### config.mk
export PLATFORM = sky130hd
export DESIGN_NAME = mac_bus_ctrl
export DESIGN_NICKNAME = d
export VERILOG_FILES = /design/src/rtl/mac_bus_pkg.sv /design/src/rtl/mac_region_match.sv /design/src/rtl/mac_bus_ctrl.sv
export SDC_FILE = /design/constraint.sdc
export NUM_CORES = 1
export LEC_CHECK = 0
export BUFFER_PORTS_ARGS = -buffer_cell sky130_fd_sc_hd__buf_2
export CORE_UTILIZATION = 50
export DETAILED_ROUTE_END_ITERATION = 12
export GPL_ROUTABILITY_DRIVEN = 0
export GPL_TIMING_DRIVEN = 0
export PLACE_DENSITY_LB_ADDON = 0.25
export SYNTH_ARGS = -nofsm -noshare
export SYNTH_HDL_FRONTEND = slang
export SYNTH_SLANG_ARGS = --single-unit
### constraint.sdc
create_clock -name clk -period 2.6 [get_ports clk]
set_input_delay 0.52 -clock clk [delete_from_list [all_inputs] [get_ports clk]]
set_output_delay 0.52 -clock clk [all_outputs]
set_load 0.01 [all_outputs]
### src/rtl/mac_bus_pkg.sv
// Shared constants, FSM encoding and helpers for the 68000 bus controller.
`timescale 1ns/1ps
package mac_bus_pkg;

  localparam logic [1:0] MODE_WAIT  = 2'd0;
  localparam logic [1:0] MODE_READY = 2'd1;
  localparam logic [1:0] MODE_VPA   = 2'd2;

  localparam logic [2:0]  FC_IACK     = 3'b111;
  localparam logic [23:0] OVERLAY_TOP = 24'h400000;

  // Region index width covers the largest supported region count (8).
  localparam int SEL_W = 3;

  typedef enum logic [2:0] {
    ST_IDLE,
    ST_DECODE,
    ST_WAIT,
    ST_RDY,
    ST_VPA,
    ST_ACK,
    ST_NOMAP,
    ST_BERR
  } bus_state_e;

  // States in which the bus-error timeout is running.
  function automatic logic is_pending(input bus_state_e st);
    return (st == ST_WAIT) || (st == ST_RDY) || (st == ST_NOMAP);
  endfunction

endpackage

### src/rtl/mac_region_match.sv
// Base/mask address comparators, one per region, with lowest-index priority.
`timescale 1ns/1ps
module mac_region_match
  import mac_bus_pkg::*;
#(
  parameter int                      c_regions = 4,
  parameter logic [24*c_regions-1:0] c_base    = '0,
  parameter logic [24*c_regions-1:0] c_mask    = '0
) (
  input  logic [23:0]          addr,
  output logic [c_regions-1:0] hit,
  output logic [SEL_W-1:0]     idx
);

  for (genvar g = 0; g < c_regions; g++) begin : g_cmp
    assign hit[g] = (addr & c_mask[24*g +: 24]) == c_base[24*g +: 24];
  end

  // Scan downwards so the lowest matching index is the one left standing.
  always_comb begin
    idx = '0;
    for (int i = c_regions - 1; i >= 0; i--) begin
      if (hit[i]) idx = SEL_W'(i);
    end
  end

endmodule

### src/rtl/mac_bus_ctrl.sv
// 68000 bus controller: region decode plus DTACKn/VPAn/BERRn sequencing,
// wait states, external-ready regions, autovector IACK, timeout and ROM overlay.
`timescale 1ns/1ps
module mac_bus_ctrl
  import mac_bus_pkg::*;
#(
  parameter int                      c_regions     = 4,
  parameter logic [24*c_regions-1:0] c_base        = {24'he00000, 24'h800000, 24'h400000, 24'h000000},
  parameter logic [24*c_regions-1:0] c_mask        = {24'he00000, 24'hc00000, 24'hc00000, 24'hc00000},
  parameter logic [2*c_regions-1:0]  c_mode        = {2'd2, 2'd0, 2'd0, 2'd1},
  parameter logic [4*c_regions-1:0]  c_waits       = {4'd0, 4'd3, 4'd1, 4'd0},
  parameter int                      c_overlay_rgn = 1,
  parameter int                      c_timeout     = 255
) (
  input  logic                 clk,
  input  logic                 reset,
  input  logic                 cpu_as_n,
  input  logic                 cpu_rw,
  input  logic                 cpu_uds_n,
  input  logic                 cpu_lds_n,
  input  logic [23:1]          cpu_a,
  input  logic [2:0]           cpu_fc,
  input  logic                 overlay_clr,
  input  logic [c_regions-1:0] rgn_ready,
  output logic [c_regions-1:0] rgn_cs,
  output logic                 rgn_we,
  output logic                 dtack_n,
  output logic                 vpa_n,
  output logic                 berr_n,
  output logic                 overlay,
  output logic [7:0]           timeout_cnt,
  output bus_state_e           dbg_state
);

  localparam int TW = $clog2(c_timeout + 1);

  // Handshake: a bus cycle opens when cpu_as_n is sampled low after being
  // sampled high; exactly one of dtack_n/vpa_n/berr_n may then go low and it
  // stays low until cpu_as_n is sampled high, which releases every output on
  // that same edge whether or not the cycle was acknowledged.

  bus_state_e           state, nxt;
  logic [23:0]          addr;
  logic                 as_prev;
  logic                 overlay_q;
  logic [3:0]           wcnt;
  logic [TW-1:0]        tcnt;
  logic [c_regions-1:0] hit;
  logic [c_regions-1:0] cs_q;
  logic [c_regions-1:0] dec_cs;
  logic                 we_q;
  logic [SEL_W-1:0]     match_idx;
  logic [SEL_W-1:0]     dec_sel;
  logic [1:0]           dec_mode;
  logic [3:0]           dec_wait;
  logic                 dec_valid;
  logic                 ovl_hit;
  logic                 iack;
  logic                 rdy;
  logic                 tmo;

  assign addr = {cpu_a, 1'b0};

  mac_region_match #(
    .c_regions (c_regions),
    .c_base    (c_base),
    .c_mask    (c_mask)
  ) u_match (
    .addr (addr),
    .hit  (hit),
    .idx  (match_idx)
  );

  // The overlay forces the ROM region for low addresses, masking any other hit.
  always_comb begin
    iack      = cpu_fc == FC_IACK;
    ovl_hit   = overlay_q && (addr < OVERLAY_TOP);
    dec_sel   = ovl_hit ? SEL_W'(c_overlay_rgn) : match_idx;
    dec_valid = ovl_hit || (|hit);
    dec_cs    = '0;
    dec_mode  = MODE_WAIT;
    dec_wait  = '0;
    for (int i = 0; i < c_regions; i++) begin
      if (dec_valid && (dec_sel == SEL_W'(i))) begin
        dec_cs[i] = 1'b1;
        dec_mode  = c_mode[2*i +: 2];
        dec_wait  = c_waits[4*i +: 4];
      end
    end
    rdy = |(rgn_ready & cs_q);
    tmo = tcnt == TW'(c_timeout - 1);
  end

  always_ff @(posedge clk) begin
    if (reset) state <= ST_IDLE;
    else       state <= nxt;
  end

  always_comb begin
    nxt = state;
    if (cpu_as_n) begin
      nxt = ST_IDLE;
    end else begin
      unique case (state)
        ST_IDLE:   if (as_prev) nxt = ST_DECODE;
        ST_DECODE: begin
          if (iack)            nxt = ST_VPA;
          else if (!dec_valid) nxt = ST_NOMAP;
          else begin
            case (dec_mode)
              MODE_WAIT:  nxt = ST_WAIT;
              MODE_READY: nxt = ST_RDY;
              MODE_VPA:   nxt = ST_VPA;
              default:    nxt = ST_NOMAP;
            endcase
          end
        end
        ST_WAIT: begin
          if (wcnt == 4'd0) nxt = ST_ACK;
          else if (tmo)     nxt = ST_BERR;
        end
        ST_RDY: begin
          if (rdy)      nxt = ST_ACK;
          else if (tmo) nxt = ST_BERR;
        end
        ST_NOMAP:  if (tmo) nxt = ST_BERR;
        ST_VPA, ST_ACK, ST_BERR: nxt = state;
        default:   nxt = ST_IDLE;
      endcase
    end
  end

  always_comb begin
    dtack_n = state != ST_ACK;
    vpa_n   = state != ST_VPA;
    berr_n  = state != ST_BERR;
  end

  always_ff @(posedge clk) begin
    if (reset) begin
      as_prev     <= 1'b0;
      overlay_q   <= 1'b1;
      wcnt        <= '0;
      tcnt        <= '0;
      cs_q        <= '0;
      we_q        <= 1'b0;
      timeout_cnt <= '0;
    end else begin
      as_prev <= cpu_as_n;
      if (overlay_clr) overlay_q <= 1'b0;

      if (state == ST_DECODE)                    wcnt <= dec_wait;
      else if (state == ST_WAIT && wcnt != 4'd0) wcnt <= wcnt - 4'd1;

      if (state == ST_DECODE)                 tcnt <= '0;
      else if (is_pending(state) && !tmo)     tcnt <= tcnt + TW'(1);

      if (nxt == ST_IDLE) begin
        cs_q <= '0;
        we_q <= 1'b0;
      end else if (state == ST_DECODE && !iack) begin
        cs_q <= dec_cs;
        we_q <= dec_valid && !cpu_rw && !(cpu_uds_n && cpu_lds_n);
      end

      if (nxt == ST_BERR && state != ST_BERR && timeout_cnt != 8'hff)
        timeout_cnt <= timeout_cnt + 8'd1;
    end
  end

  assign rgn_cs    = cs_q;
  assign rgn_we    = we_q;
  assign overlay   = overlay_q;
  assign dbg_state = state;

endmodule

Yosys cells after proc, flatten, opt, wreduce, memory -nomap -nowiden --
Cells that the tools add are included.
Storage, ports and cells: register bits 30, word-level logic and storage cells 95
Operators by class: add/sub/neg operators 3, muxes and demuxes 27, magnitude comparators 1, equality and inequality tests 22, bitwise logic cells 1, reductions and logical operators 33
Operators with widths (count):
- $mux 3 | 11
- $logic_not 24->1 | 1
- $lt 24x23->1 const B | 1
- $eq 3x3->1 const B | 7
- $pmux 3 s6 | 1
- $add 8x1->8 const B | 2
- $mux 4 | 4
- $logic_and 1x1->1 | 13
- $eq 3x2->1 const B | 4
- $logic_not 3->1 | 3
- $ne 3x3->1 const B | 3
- $pmux 3 s3 | 1
- $eq 8x8->1 const B | 1
- $mux 2 | 4
- $ne 8x8->1 const B | 1
- $reduce_or 4->1 | 2
- $eq 3x1->1 const B | 2
- $mux 1 | 6
- $and 4x4->4 | 1
- $eq 2x1->1 const B | 2
- $eq 2x2->1 const B | 2
- $logic_not 1->1 | 4
- $logic_not 4->1 | 1
- $reduce_bool 4->1 | 1
- 6 further kinds | 9

Depth between registers and ports, before layout --
depth in word-level cells 21, gate-level depth with buffers 8

Hierarchy --
Synthesis repeated with hierarchy kept, for this count alone.
Unflattened totals: cells, all modules 196, area total of the unflattened synthesis 1617.8 µm²
Modules (own cells, without submodules):
- mac_bus_ctrl | area each 1559.0 µm², instances 1, cells an instance 187, seq. area each 600.6 µm²
- mac_region_match | area each 58.8 µm², instances 1, cells an instance 9, seq. area each 0.0 µm²

Worst setup path before layout --
Ideal clock, no wire load.
kind reg2reg, start register wcnt[0], end register timeout_cnt[2], period minus slack after synthesis 2.104 ns, data arrival time 1.981 ns, path buffers 0, setup slack 0.496 ns, cell stages (with the launch flop) 9, setup time 0.123 ns, cell sequence dfxtp_1 inv_1 ha_1 nor3b_4 o21ba_2 o221ai_2 nand3_4 a2111oi_2 mux2_1
Between the ends: longest elaborated chain between the ends 7
Ends and longest elaborated chain:
- from (decl) | line mac_bus_ctrl.sv:46 | logic [3:0] wcnt;
- from (signal assigned) | line mac_bus_ctrl.sv:152 | if (state == ST_DECODE) wcnt <= dec_wait;
- from (signal assigned) | line mac_bus_ctrl.sv:153 | else if (state == ST_WAIT && wcnt != 4'd0) wcnt <= wcnt - 4'd1;
- $logic_not 4->1 | line mac_bus_ctrl.sv:119 | if (wcnt == 4'd0) nxt = ST_ACK;
- $mux 3 | line mac_bus_ctrl.sv:119
- $pmux 3 s6 | line mac_bus_ctrl.sv:104 | unique case (state)
- $mux 3 | line mac_bus_ctrl.sv:101 | if (cpu_as_n) begin
- $eq 3x3->1 | line mac_bus_ctrl.sv:166 | if (nxt == ST_BERR && state != ST_BERR && timeout_cnt != 8'hff)
- $logic_and 1x1->1 (2 in a row) | line mac_bus_ctrl.sv:166
- to (signal assigned) | line mac_bus_ctrl.sv:167 | timeout_cnt <= timeout_cnt + 8'd1;
- to (decl) | line mac_bus_ctrl.sv:31 | output logic [7:0] timeout_cnt,
Every way passes these cells. A chain may end at the register's enable or synchronous reset.

Worst setup path after layout --
Ends and elaborated chain as after synthesis.

==> reports/qor.csv <==
metric;value;unit
vias in the first global route;1352;
RSZ-0062 raised after global routing;no;
hold bufs inserted after CTS;0;
core region area;3178;um2
max cap viols;0;
largest family of logic cells by synthesized area;simple AND/OR/NAND/NOR gates;
vias per inst;5.352;
CTS resizes;0;
CTS clk-pin slew, worst paths;90;ps
clock root cell;clkbuf_4;
TNS Setup;0;ps
Psw;0.0001983;W
final cycle utilization of the critical path;89.13;%
Pleak;0.7903;nW
# rows;20;
Die Height;60.81;um
XOR/XNOR share of the synthesized area;5.065;%
Slowest-stage cell, CP;a2111oi_2;
Cell Area, Synth;1729;um2
Pwr Density;404.5;nW/um2
largest net degree at the start of global routing;11;
gr ovfl total;0;
clk_lat worst skew;340;ps
Final Hold Vio Count;0;
TritonCTS clock tree;built;
Ys Warns;0;
# DRC;0;
via count;1504;
gr usage total;21.14;%
Syn Nets;234;
Worst Setup End Kind;register;
TritonCTS Buffers;5;
Post-synth EDFFs;0;
Place WS;175.2;ps
Final ANT Viol Nets;0;
first-pass GRT wire length;5.733;mm
H-Tree Level Count;2;
Mean Syn Cell Area;8.959;um2
maximum vdd drop;285.1;uV
Final Max Tran Viols;0;
Pre-antenna DRT Iters;5;
status;finished clean;
Clock Power Share;35.7;%
Period minus WS final;2317;ps
CP Class;reg2reg;
Sequential Power Share;56.9;%
RR Startpoint;wcnt[0];
die area;3697;um2
Max FO, Critical Path;9;
R2R setup slack;280;ps
Worst Path Required;2830;ps
DP HPWL;2.646;mm
slowest cell delay on critical path;420;ps
Slew @ Worst Pin;854.2;ps
Post-synth ARST share;0;%
antenna violations before repair;0;
mux share of post-synthesis cell area;4.993;%
sequential share of the synthesized area;34.73;%
crit-path cells;inv_1, ha_1, nor3b_4, o21ba_2, o221ai_2, nand3_4, a2111oi_2, mux2_1;
switching portion of total power;24.22;%
Initial DRC Count;56;
critical path data arrival time;2550;ps
nets@finish;277;
post-synthesis adder-cell area fraction;2.894;%
Hold Path Origin;cpu_as_n;
clk buf depth;2;
RR Endpoint;timeout_cnt[2];
Final Worst Setup Slack;282.7;ps
WL per Instance;12.34;um
Internal Power;0.0006204;W
I/O Pins;57;
Sink Count;30;
cell depth of the worst hold path;2;
fmax;431.5;MHz
predominant post-synthesis flop cell;dfxtp_1;
simple-gate share of the synthesized area;28.44;%
worst min-delay path endpoint;as_prev;
setup violators final;0;
Initial Utilization;54.41;%
WL final;3.467;mm
Die Wd;60.81;um
CP Launch Type;register;
Netlist cell types;46;
port bufs;36;
ratio of cells with drive above 1 in the final layout;27.85;%
HP Class;in2reg;
worst r2r path cells;8;
Area Growth Syn to Fin;17.08;%
gate count after technology mapping;193;
Synth Register Bits;30;
number of setup buffers added after CTS;0;
Setup Skew;5.442;ps
ant diodes;0;
Logic pwr share;7.4;%
compound-gate portion of the synthesized area;18.89;%
Rel. slew slack;42.62;%
[cells in the final DEF (no fill, tap or decap), types with 5 or more instances in the layout]
cell | synthesis | final
nand3_1 | 12 | 12
nor3_1 | 5 | 5
dfxtp_1 | 30 | 30
nor2_1 | 27 | 27
nor2b_1 | 8 | 8
a21oi_1 | 7 | 7
mux2_1 | 5 | 5
clkbuf_4 | 0 | 5
nand2_1 | 12 | 12
inv_1 | 10 | 10
xor2_1 | 7 | 7
buf_2 | 0 | 36
a211oi_1 | 6 | 6
[worst max-delay path: cells and delay by family, from the launching register on]
family	cells	cell delay (ps)
compound gates	3	850
fa+ha+maj	1	210
buf+inv	1	60
flops	1	370
mux	1	360
simple gates	2	360
[how the worst max path moves through the flow]
stage | startpoint | endpoint | slack, ps | depth (start not counted)
global placement | cpu_a[22] | timeout_cnt[3] | 200 | 7
CTS | wcnt[0] | timeout_cnt[2] | 250 | 8
detailed placement | cpu_a[22] | timeout_cnt[2] | 180 | 7
global route | tcnt[0] | timeout_cnt[0] | 150 | 8
floorplan | wcnt[0] | timeout_cnt[2] | 500 | 8
finish | wcnt[0] | timeout_cnt[2] | 280 | 8
[cell usage after synthesis, types with 2 or more instances]
cell | n | area (um2)
a211oi_1 | 6 | 45.04
or3_1 | 3 | 18.77
xnor2_1 | 3 | 26.28
mux2_1 | 5 | 56.30
a211o_1 | 2 | 17.52
a21o_1 | 2 | 15.01
inv_1 | 10 | 37.54
buf_4 | 2 | 15.01
a2111oi_2 | 4 | 60.06
a21oi_1 | 7 | 35.03
ha_1 | 4 | 50.05
a2111oi_0 | 2 | 17.52
nand4_1 | 2 | 12.51
dfxtp_1 | 30 | 600.6
and2_1 | 4 | 25.02
clkbuf_1 | 3 | 11.26
a22oi_1 | 2 | 15.01
nand2b_1 | 3 | 18.77
and4_1 | 2 | 17.52
mux2i_1 | 3 | 30.03
xor2_1 | 7 | 61.31
nor2b_1 | 8 | 50.05
nor2_1 | 27 | 101.4
nand2_1 | 12 | 45.04
and3_1 | 3 | 18.77
buf_6 | 2 | 22.52
nand3_1 | 12 | 60.06
nor3_1 | 5 | 25.02
[stage by stage]
step,std cells,hold WS [ps],area [um2],util (%),total power (W)
floorplan,193,475.7,1729,-,0.0005123
global placement,273,464.6,1964,61.81,0.0005364
detailed placement,273,466.2,1964,61.81,0.0005376
CTS,281,441.1,2024,63.70,0.0008276
global route,281,447.6,2024,63.70,0.0008556
finish,281,446.1,2024,63.70,0.0008188
[flip-flops by register name (all words and copies together) (netlist names)]
signal,count
tcnt,8
timeout_cnt,8
rgn_cs,4
wcnt,4
dbg_state,3
as_prev,1
overlay,1
rgn_we,1
[power by group through the flow]
stage	registers (W)	clock network (W)	logic [W]
after floorplan	0.000477	0	0.0000356
after global placement	0.000476	0	0.0000599
after detailed placement	0.000476	0	0.0000611
after CTS	0.000466	0.000300	0.0000615
after global routing	0.000466	0.000321	0.0000685
final	0.000466	0.000292	0.0000609
[logic make-up after synthesis]
logic type	count (synthesis)
flops	30
simple gates	89
mux	8
compound gates	35
buf+inv	17
xor+xnor	10
fa+ha+maj	4
[metal layers]
| metal | share of wire (%) | vias up | track usage [%] | routed length [um] |
|---|---|---|---|---|
| met2 | 46 | 31 | 34.38 | 1579 |
| met1 | 49 | 689 | 27.21 | 1710 |
| met4 | 1.3 | 0 | 7.792 | 44 |
| met5 | 0 | - | 0 | 0 |
| li1 | - | 776 | - | - |
| met3 | 3.8 | 8 | 5.117 | 133 |
[area by class of cell]
cell class | instances | area, um2
buffer | 7 | 48.80
tap | 44 | 55.05
multi-input combinational | 146 | 1042
clock inverter | 1 | 5.005
clock buffer | 7 | 55.05
timing repair buffer | 36 | 180.2
inverter | 10 | 37.54
sequential | 30 | 600.6
fill | 300 | 1154
Note: power is estimated with default switching activity, not from simulation.
